==> config.mk <==
export PLATFORM = sky130hd
export DESIGN_NAME = program_loader
export DESIGN_NICKNAME = d
export VERILOG_FILES = /design/src/rtl/definitions.sv /design/src/rtl/program_loader.sv
export SDC_FILE = /design/constraint.sdc
export NUM_CORES = 1
export LEC_CHECK = 0
export CORE_MARGIN = 3
export CORE_UTILIZATION = 30
export CTS_CLUSTER_DIAMETER = 100
export DETAILED_ROUTE_END_ITERATION = 10
export GPL_ROUTABILITY_DRIVEN = 0
export MAX_ROUTING_LAYER = met4
export PLACE_DENSITY = 0.46
export SLEW_MARGIN = 20
export SYNTH_ARGS = -nofsm -noshare
export SYNTH_HDL_FRONTEND = slang
export SYNTH_SLANG_ARGS = --single-unit
==> constraint.sdc <==
create_clock -name clk -period 2.26 [get_ports clk]
set_input_delay 0.226 -clock clk [delete_from_list [all_inputs] [get_ports clk]]
set_output_delay 0.226 -clock clk [all_outputs]
set_load 0.02 [all_outputs]
==> src/rtl/definitions.sv <==
// Shared types for the BeeF core slice: program counter width and loader FSM types.
package definitions;

   localparam int PC_W = 10;

   typedef logic [PC_W-1:0] PROGRAM_COUNTER;
   typedef logic [15:0]     LOAD_LEN;

   typedef enum logic [2:0] {
      IDLE,
      LEN_LO,
      LEN_HI,
      LOAD,
      RUN,
      DONE,
      ERROR
   } LOADER_STATE;

endpackage

==> src/rtl/program_loader.sv <==
// Host-side instruction memory writer: takes a length-prefixed byte stream,
// fills imem from address 0, then releases the core and times its run.
module program_loader
   import definitions::*;
#(
   parameter int ADDR_W  = $bits(PROGRAM_COUNTER),
   parameter int INSTR_W = 8
) (
   input  logic               clk,
   input  logic               reset,
   input  logic               start,
   input  logic [7:0]         in_data,
   input  logic               in_valid,
   output logic               in_ready,
   output logic               imem_we,
   output logic [ADDR_W-1:0]  imem_addr,
   output logic [INSTR_W-1:0] imem_wdata,
   output logic               core_run,
   input  logic               core_done,
   output logic               busy,
   output logic               finished,
   output logic               error,
   output logic [31:0]        run_cycles
);

   // One past the last address; a full-memory load is legal.
   localparam logic [16:0] MAX_LEN = 17'(1) << ADDR_W;

   LOADER_STATE       state, state_nxt;
   logic [7:0]        len_lo;
   LOAD_LEN           remaining;
   logic [ADDR_W-1:0] addr;
   logic              accept;
   logic [16:0]       len_full;
   logic              len_bad;

   assign accept   = in_valid && in_ready;
   assign len_full = {1'b0, in_data, len_lo};
   assign len_bad  = (len_full == 17'd0) || (len_full > MAX_LEN);

   always_ff @(posedge clk or negedge reset) begin
      if (!reset) state <= IDLE;
      else        state <= state_nxt;
   end

   always_comb begin
      state_nxt = state;
      case (state)
         IDLE:   if (start)  state_nxt = LEN_LO;
         LEN_LO: if (accept) state_nxt = LEN_HI;
         LEN_HI: if (accept) state_nxt = len_bad ? ERROR : LOAD;
         LOAD:   if (accept && remaining == 16'd1) state_nxt = RUN;
         RUN:    if (core_done) state_nxt = DONE;
         DONE:   if (start)  state_nxt = LEN_LO;
         ERROR:  if (start)  state_nxt = LEN_LO;
         default:            state_nxt = IDLE;
      endcase
   end

   // Handshake depends on state alone, never on in_valid.
   always_comb begin
      in_ready = 1'b0;
      busy     = 1'b0;
      finished = 1'b0;
      error    = 1'b0;
      case (state)
         LEN_LO, LEN_HI, LOAD: begin in_ready = 1'b1; busy = 1'b1; end
         RUN:                  busy     = 1'b1;
         DONE:                 finished = 1'b1;
         ERROR:                error    = 1'b1;
         default: ;
      endcase
   end

   always_ff @(posedge clk or negedge reset) begin
      if (!reset) begin
         len_lo     <= '0;
         remaining  <= '0;
         addr       <= '0;
         imem_we    <= 1'b0;
         imem_addr  <= '0;
         imem_wdata <= '0;
         core_run   <= 1'b0;
         run_cycles <= '0;
      end else begin
         imem_we <= 1'b0;
         if (state == LEN_LO && accept) len_lo <= in_data;
         if (state == LEN_HI && accept) begin
            addr      <= '0;
            remaining <= {in_data, len_lo};
         end
         if (state == LOAD && accept) begin
            imem_we    <= 1'b1;
            imem_addr  <= addr;
            imem_wdata <= INSTR_W'(in_data);
            addr       <= addr + ADDR_W'(1);
            remaining  <= remaining - 16'd1;
         end
         // Release lags RUN entry by one edge so the final write lands first.
         core_run <= (state == RUN) && !core_done;
         if (core_run && run_cycles != 32'hFFFF_FFFF)
            run_cycles <= run_cycles + 32'd1;
         if (state == DONE && start)
            run_cycles <= '0;
      end
   end

endmodule

==> metrics, run 1 <==
Yosys Warn Count=0; Final Critical Period=2120 ps; xor-xnor portion of the synthesized cell area=roughly 4.5%; Slew headroom=57.72%; FFs w/ async S/R, synth=100.0%; H-tree Lvls=3; Starting Density=31.41%; WL/cell=roughly 16 µm; complex-gate fraction of the synthesized area=14.36%; layout cell share with drive strength beyond 1=a little over an eighth; CP Capture Type=output pin; number of port buffers=68; critical path launch point type=flip-flop; Layout fillers=between 1,000 and 1,500; DR vias/cell=5.260; post-synthesis mux area share=around 2.7%; Max Clk Rate=~470 MHz; adder-cell share of the synthesized area=approximately 1.3%; vias in the first global route=about 3,900; routed vias=4,008; Row Count=between 40 and 50; Final ANT Viol Nets=0; Synth Instances=about 480; RSZ-0062 raised after global routing=false; synth top area cells=dfrtp_1 (50%), nand2_1 (7.7%), xor2_1 (3.3%); Worst Path Required=just over 2000 ps; CTS Buf Count=9; CTS max path bufs=2; IO Pins=between 60 and 70; Fin Hold WS=426.3 ps; Power Dens Cells=~1300 mW/mm²; nets@finish=approximately 600; die width=roughly 130 µm; diode count=0; Main synth FF type=dfrtp_1; Static Leak=0.002569 µW; status=finished clean; final instance area=~0.006 mm²; measured slew at the worst slew-check pin=629.4 ps; CTS tree=done; Synthesized Nets=just under 500; VDD IR-drop max=~0.59 mV; Hold Vio Cnt, Final=0; Tcrit/Tclk final=between 90% and 100%; drt total wl=approximately 12,000 µm; Yosys reg bits=between 80 and 90; Tot Pwr=~7700 µW; Final HPWL DP=8980 µm; EDFF count, synth=0; CTS clock-pin slew for the worst setup and hold paths=approximately 60 ps; CTS sink count=between 80 and 90; CP Data Arrival Time=between 1500 and 2000 ps; initial antenna violation count=0; top-count cell post-synth=nand2_1; mapped cell area=0.004462 mm²; Hold Crit Class=in2async; count of distinct cell types in the synthesized netlist=between 50 and 60; GRT Util Overall=around 16%; clock skew=4.430 ps; CTS Root Buffer Type=clkbuf_16; Synth top area share=49.92%; register area share after synthesis=49.92%; Final Instance Count excl. Fillers=between 700 and 800; synth-to-layout area growth=34.16%; Max FO, Critical Path=9; total core area=roughly 0.014 mm²; synth cell count leaders=nand2_1 (92), dfrtp_1 (89), nor2_1 (35); simple-gate area share of the yosys netlist=between 20% and 30%; setup bufs post-CTS=0; setup_tns=0 ps; Die Area=around 0.016 mm²; dpl cell area=roughly 0.0056 mm²; Final Slew Violations=0; DR DRC count=0; first-pass GRT wire length=20,680 µm; clk_lat worst skew=340 ps; final setup vio count=0; largest family of logic cells by synthesized area=simple AND/OR/NAND/NOR gates; drt initial violations=276; Syn Area/Cell=9.373 µm²; CP Class=reg2out; Remaining Overflow, GRT=0; Synth area leader=dfrtp_1; largest net degree at the start of global routing=45; Placed Cells=around 750; die height=128.0 µm; drt pass-1 iters=5; max cap viols=0
## state kept, by name, indices dropped and copies added, names as in the netlist
register / count
addr: 10
len_lo: 8
run_cycles: 32
remaining: 16
state: 3
core_run: 1
imem_wdata: 8
imem_we: 1
imem_addr: 10
## path summary, 6_finish.rpt
| path | from | to | slack, ps | depth (start not counted) |
|---|---|---|---|---|
| setup / recovery | state[2]$_DFFE_PN0P_ | finished | 140 | 3 |
| hold / removal | reset | run_cycles[3]$_DFFE_PN0P_ | 430 | 2 |
| setup reg to reg | run_cycles[13]$_DFFE_PN0P_ | run_cycles[29]$_DFFE_PN0P_ | 140 | 6 |
| hold reg to reg | imem_addr[8]$_DFFE_PN0P_ | imem_addr[8]$_DFFE_PN0P_ | 470 | 2 |
| max in group asynchronous | reset | run_cycles[24]$_DFFE_PN0P_ | 1220 | 3 |
| min in group clk | imem_addr[8]$_DFFE_PN0P_ | imem_addr[8]$_DFFE_PN0P_ | 470 | 2 |
## area by class of cell
class | count | area, µm² | share of cell area, %
flip-flops and latches | 89 | 2227 | 37.21
inverters | 13 | 48.80 | 0.8152
repair buffers | 112 | 1026 | 17.14
clock buffers | 9 | 225.2 | 3.763
multi-input cells | 353 | 2126 | 35.51
well taps | 180 | 225.2 | 3.763
clock inverters | 6 | 107.6 | 1.798
## through the flow
step                setup slack [ps]  utilization (%)
detailed placement             103.4            39.52
global placement               162.0            39.52
CTS                            62.41            41.97
floorplan                      157.2                -
global route                  0.8944            42.14
finish                         139.8            42.14
## power breakdown
| group | internal, µW | leakage, µW | switching [µW] |
|---|---|---|---|
| registers | 2180 | 0.00116 | 587 |
| clock network | 1070 | 0.000161 | 642 |
| logic | 1490 | 0.00125 | 1710 |
## timing repair
item / 4_1_cts / 5_1_grt
pin swaps: 0 / 0
endpoints found under the setup margin: 1 / 5
resized for setup: 1 / 4
hold endpoints to repair: 41 / 0
hold buffers: 1 / 0
## logic make-up after synthesis
family                   after synthesis
multiplexers                          11
AO/OA/AOI/OAI                         97
buffers and inverters                 34
adder cells (fa/ha/maj)                5
AND/OR/NAND/NOR                      217
flip-flops                            89
XOR/XNOR                              23
## cell usage in the layout, fill, tap and decap left out, types with 10 or more instances in the layout
master / netlist / layout
nand3_1: 10 / 10
or4_1: 10 / 10
buf_4: 1 / 43
o21ai_0: 27 / 27
or3_1: 11 / 11
clkdlybuf4s50_1: 0 / 66
a21oi_1: 27 / 27
dfrtp_1: 89 / 89
nand2_1: 92 / 92
nand4_1: 15 / 15
nor2_1: 35 / 35
o211ai_1: 10 / 10
inv_1: 10 / 10
xor2_1: 17 / 17
nor3_1: 13 / 12
## routing by layer
layer	GRT usage [%]	vias up	share of wire (%)
li1	-	1927	-
met1	21.24	1953	48
met2	25.26	109	47
met3	2.542	19	3.7
met4	6.305	0	2.0
met5	-	-	0
## worst max-delay path: stages, from the launching register on
cell and delay [ps]:
dfrtp_1 350, clkinv_1 240, nor3_2 300, clkdlybuf4s50_1 660
(Power assumes the default switching activity.)
==> run 2, diff against run 1 <==
--- a/config.mk
+++ b/config.mk
@@ -12,7 +12,6 @@
 export GPL_ROUTABILITY_DRIVEN = 0
 export MAX_ROUTING_LAYER = met4
 export PLACE_DENSITY = 0.46
-export SLEW_MARGIN = 20
 export SYNTH_ARGS = -nofsm -noshare
 export SYNTH_HDL_FRONTEND = slang
 export SYNTH_SLANG_ARGS = --single-unit
==> results of run 2 <==
The final DEF is identical to that of run 1; final timing and power are the same.
==> run 3, diff against run 2 <==
--- a/config.mk
+++ b/config.mk
@@ -5,13 +5,15 @@
 export SDC_FILE = /design/constraint.sdc
 export NUM_CORES = 1
 export LEC_CHECK = 0
+export CELL_PAD_IN_SITES_DETAIL_PLACEMENT = 1
+export CELL_PAD_IN_SITES_GLOBAL_PLACEMENT = 1
 export CORE_MARGIN = 3
 export CORE_UTILIZATION = 30
 export CTS_CLUSTER_DIAMETER = 100
 export DETAILED_ROUTE_END_ITERATION = 10
 export GPL_ROUTABILITY_DRIVEN = 0
 export MAX_ROUTING_LAYER = met4
-export PLACE_DENSITY = 0.46
+export PLACE_DENSITY = 0.57
 export SYNTH_ARGS = -nofsm -noshare
 export SYNTH_HDL_FRONTEND = slang
 export SYNTH_SLANG_ARGS = --single-unit
==> run 3 against run 2 <==
Against the previous run:
- worst hold slack worse by 18 ps
- sequential power is essentially flat
- critical path depth grew 3
- clock skew grew 4.7 ps
- sequential cell count did not move
- critical path type is now reg2reg
- highest routed layer unchanged
==> metrics, run 3 (same netlist as run 1, synthesis figures left out) <==
Final ANT Viol Nets=0 (unchanged); most common cell after layout, fill and taps aside=nand2_1; Row Count=43 (unchanged); Remaining Overflow, GRT=0 (unchanged); RSZ-0062 raised after global routing=false; Tot Pwr=7561 µW (-1.5%); clk_lat worst skew=340 ps (about the same); CTS Root Buffer Type=clkbuf_16; Tcrit/Tclk final=93.66% (-0.16 points); layout cell share with drive strength beyond 1=13.15% (-0.60 points); CP Data Arrival Time=2330 ps (+440 ps); Max Clk Rate=472.4 MHz (+0.17%); Hold Vio Cnt, Final=0 (unchanged); synth-to-layout area growth=32.33%; Slew headroom=59.20% (+1.5 points); Hold Crit Class=in2async; critical path launch point type=flip-flop; H-tree Lvls=3 (unchanged); drt total wl=13,720 µm (+9.8%); CP Class=reg2reg; DR vias/cell=5.331 (+1.4%); Die Area=0.01637 mm² (unchanged); Regs by FF count=run_cycles x32, remaining x16; measured slew at the worst slew-check pin=607.3 ps (-22.08 ps); largest net degree at the start of global routing=56 (+24%); WL/cell=18.09 µm (+10%); Static Leak=0.002505 µW (-2.5%); Max FO, Critical Path=12 (+3); max FFs per register=32 (unchanged); GRT Util Overall=17.96% (+1.8 points); total core area=0.01420 mm² (unchanged); nets@finish=591 (-0.67%); Power Dens Cells=1281 mW/mm² (-0.14%); dpl cell area=0.005583 mm² (-0.54%); Final HPWL DP=9684 µm (+7.8%); Final Critical Period=2117 ps (-3.605 ps); Worst Path Required=2480 ps (+450 ps); VDD IR-drop max=0.4541 mV (-23%); initial antenna violation count=0 (unchanged); CTS sink count=89 (unchanged); Final Slew Violations=0 (unchanged); CTS clock-pin slew for the worst setup and hold paths=60 ps (about the same); CTS tree=done; Starting Density=31.41% (unchanged); IO Pins=69 (unchanged); first-pass GRT wire length=22,640 µm (+9.5%); CP Capture Type=flip-flop; max cap viols=0 (unchanged); status=finished clean; CTS Buf Count=9 (unchanged); final instance area=0.005904 mm² (-1.4%); die width=128.0 µm (unchanged); commonest non-fill, non-tap cells in the layout=nand2_1 (92), dfrtp_1 (89), clkdlybuf4s50_1 (66); Top reg by flops=run_cycles; die height=128.0 µm (unchanged); number of port buffers=68 (unchanged); drt initial violations=249 (-9.8%); CTS max path bufs=2 (unchanged); clock skew=9.165 ps (+4.735 ps); routed vias=4,041 (+0.82%); diode count=0 (unchanged); DR DRC count=0 (unchanged); drt pass-1 iters=5 (unchanged); vias in the first global route=4,218 (+7.1%); setup_tns=0 ps (unchanged); final setup vio count=0 (unchanged)
-- run 3: cell types whose count changed in the layout (fill, tap and decap cells not counted), moves of 2 or more --
cell	change
clkbuf_8	+2
bufinv_16	-2
buf_4	-4
clkinv_4	+2
-- run 3: repair_timing --
action / 4_1_cts / 5_1_grt
pin swaps: 0 / 0
setup endpoints to repair: 1 / 1
gates resized for setup: 1 / 2
cloned: 0 / 0
endpoints found under the hold margin: 34 / 0
hold buffers: 1 / 0
setup buffers: 0 / 0
-- run 3: metrics by stage --
step	utilization (%)	worst slack [ps]	cells	hold WS [ps]
floorplan	-	157.2	476	-69.59
global placement	39.31	223.4	742	246.4
detailed placement	39.31	172.3	742	251.0
CTS	41.52	24.34	758	421.2
global route	41.57	3.906	758	457.0
finish	41.57	143.4	758	408.0
-- run 3: final cells by class --
class / instances / area (µm²)
Inverter: 13 / 48.80
Multi-Input combinational cell: 353 / 2106
Timing Repair Buffer: 108 / 992.2
Fill cell: 1646 / 8299
Tap cell: 180 / 225.2
Clock inverter: 4 / 52.55
Sequential cell: 89 / 2227
Clock buffer: 11 / 252.7
-- run 3: routing by layer --
metal	track usage, %	up-vias	routed length (µm)
li1	-	1913	-
met1	23.40	2049	6488
met2	28.96	65	6606
met3	2.708	14	424
met4	5.618	0	197
met5	-	-	0
-- run 3: worst paths after layout --
path                                            start                    endpoint  slack, ps  cells past startpoint
setup / recovery           run_cycles[14]$_DFFE_PN0P_  run_cycles[21]$_DFFE_PN0P_        140                      6
hold / removal                                  reset   run_cycles[6]$_DFFE_PN0P_        410                      2
setup reg to reg           run_cycles[14]$_DFFE_PN0P_  run_cycles[21]$_DFFE_PN0P_        140                      6
hold reg to reg             imem_wdata[7]$_DFFE_PN0P_   imem_wdata[7]$_DFFE_PN0P_        480                      2
max in group asynchronous                       reset  run_cycles[24]$_DFFE_PN0P_       1170                      3
min in group clk            imem_wdata[7]$_DFFE_PN0P_   imem_wdata[7]$_DFFE_PN0P_        480                      2
-- run 3: critical path, cell delays in order (launching register included) --
cell,delay [ps]
dfrtp_1,420
nand4_2,190
or4_4,660
o311ai_2,300
buf_4,190
xor2_1,170
nor2_1,70
-- run 3: power breakdown --
group          switching [µW]  internal, µW  total (µW)
combinational            1750          1470        3220
clock                     634           913        1550
sequential                606          2180        2790
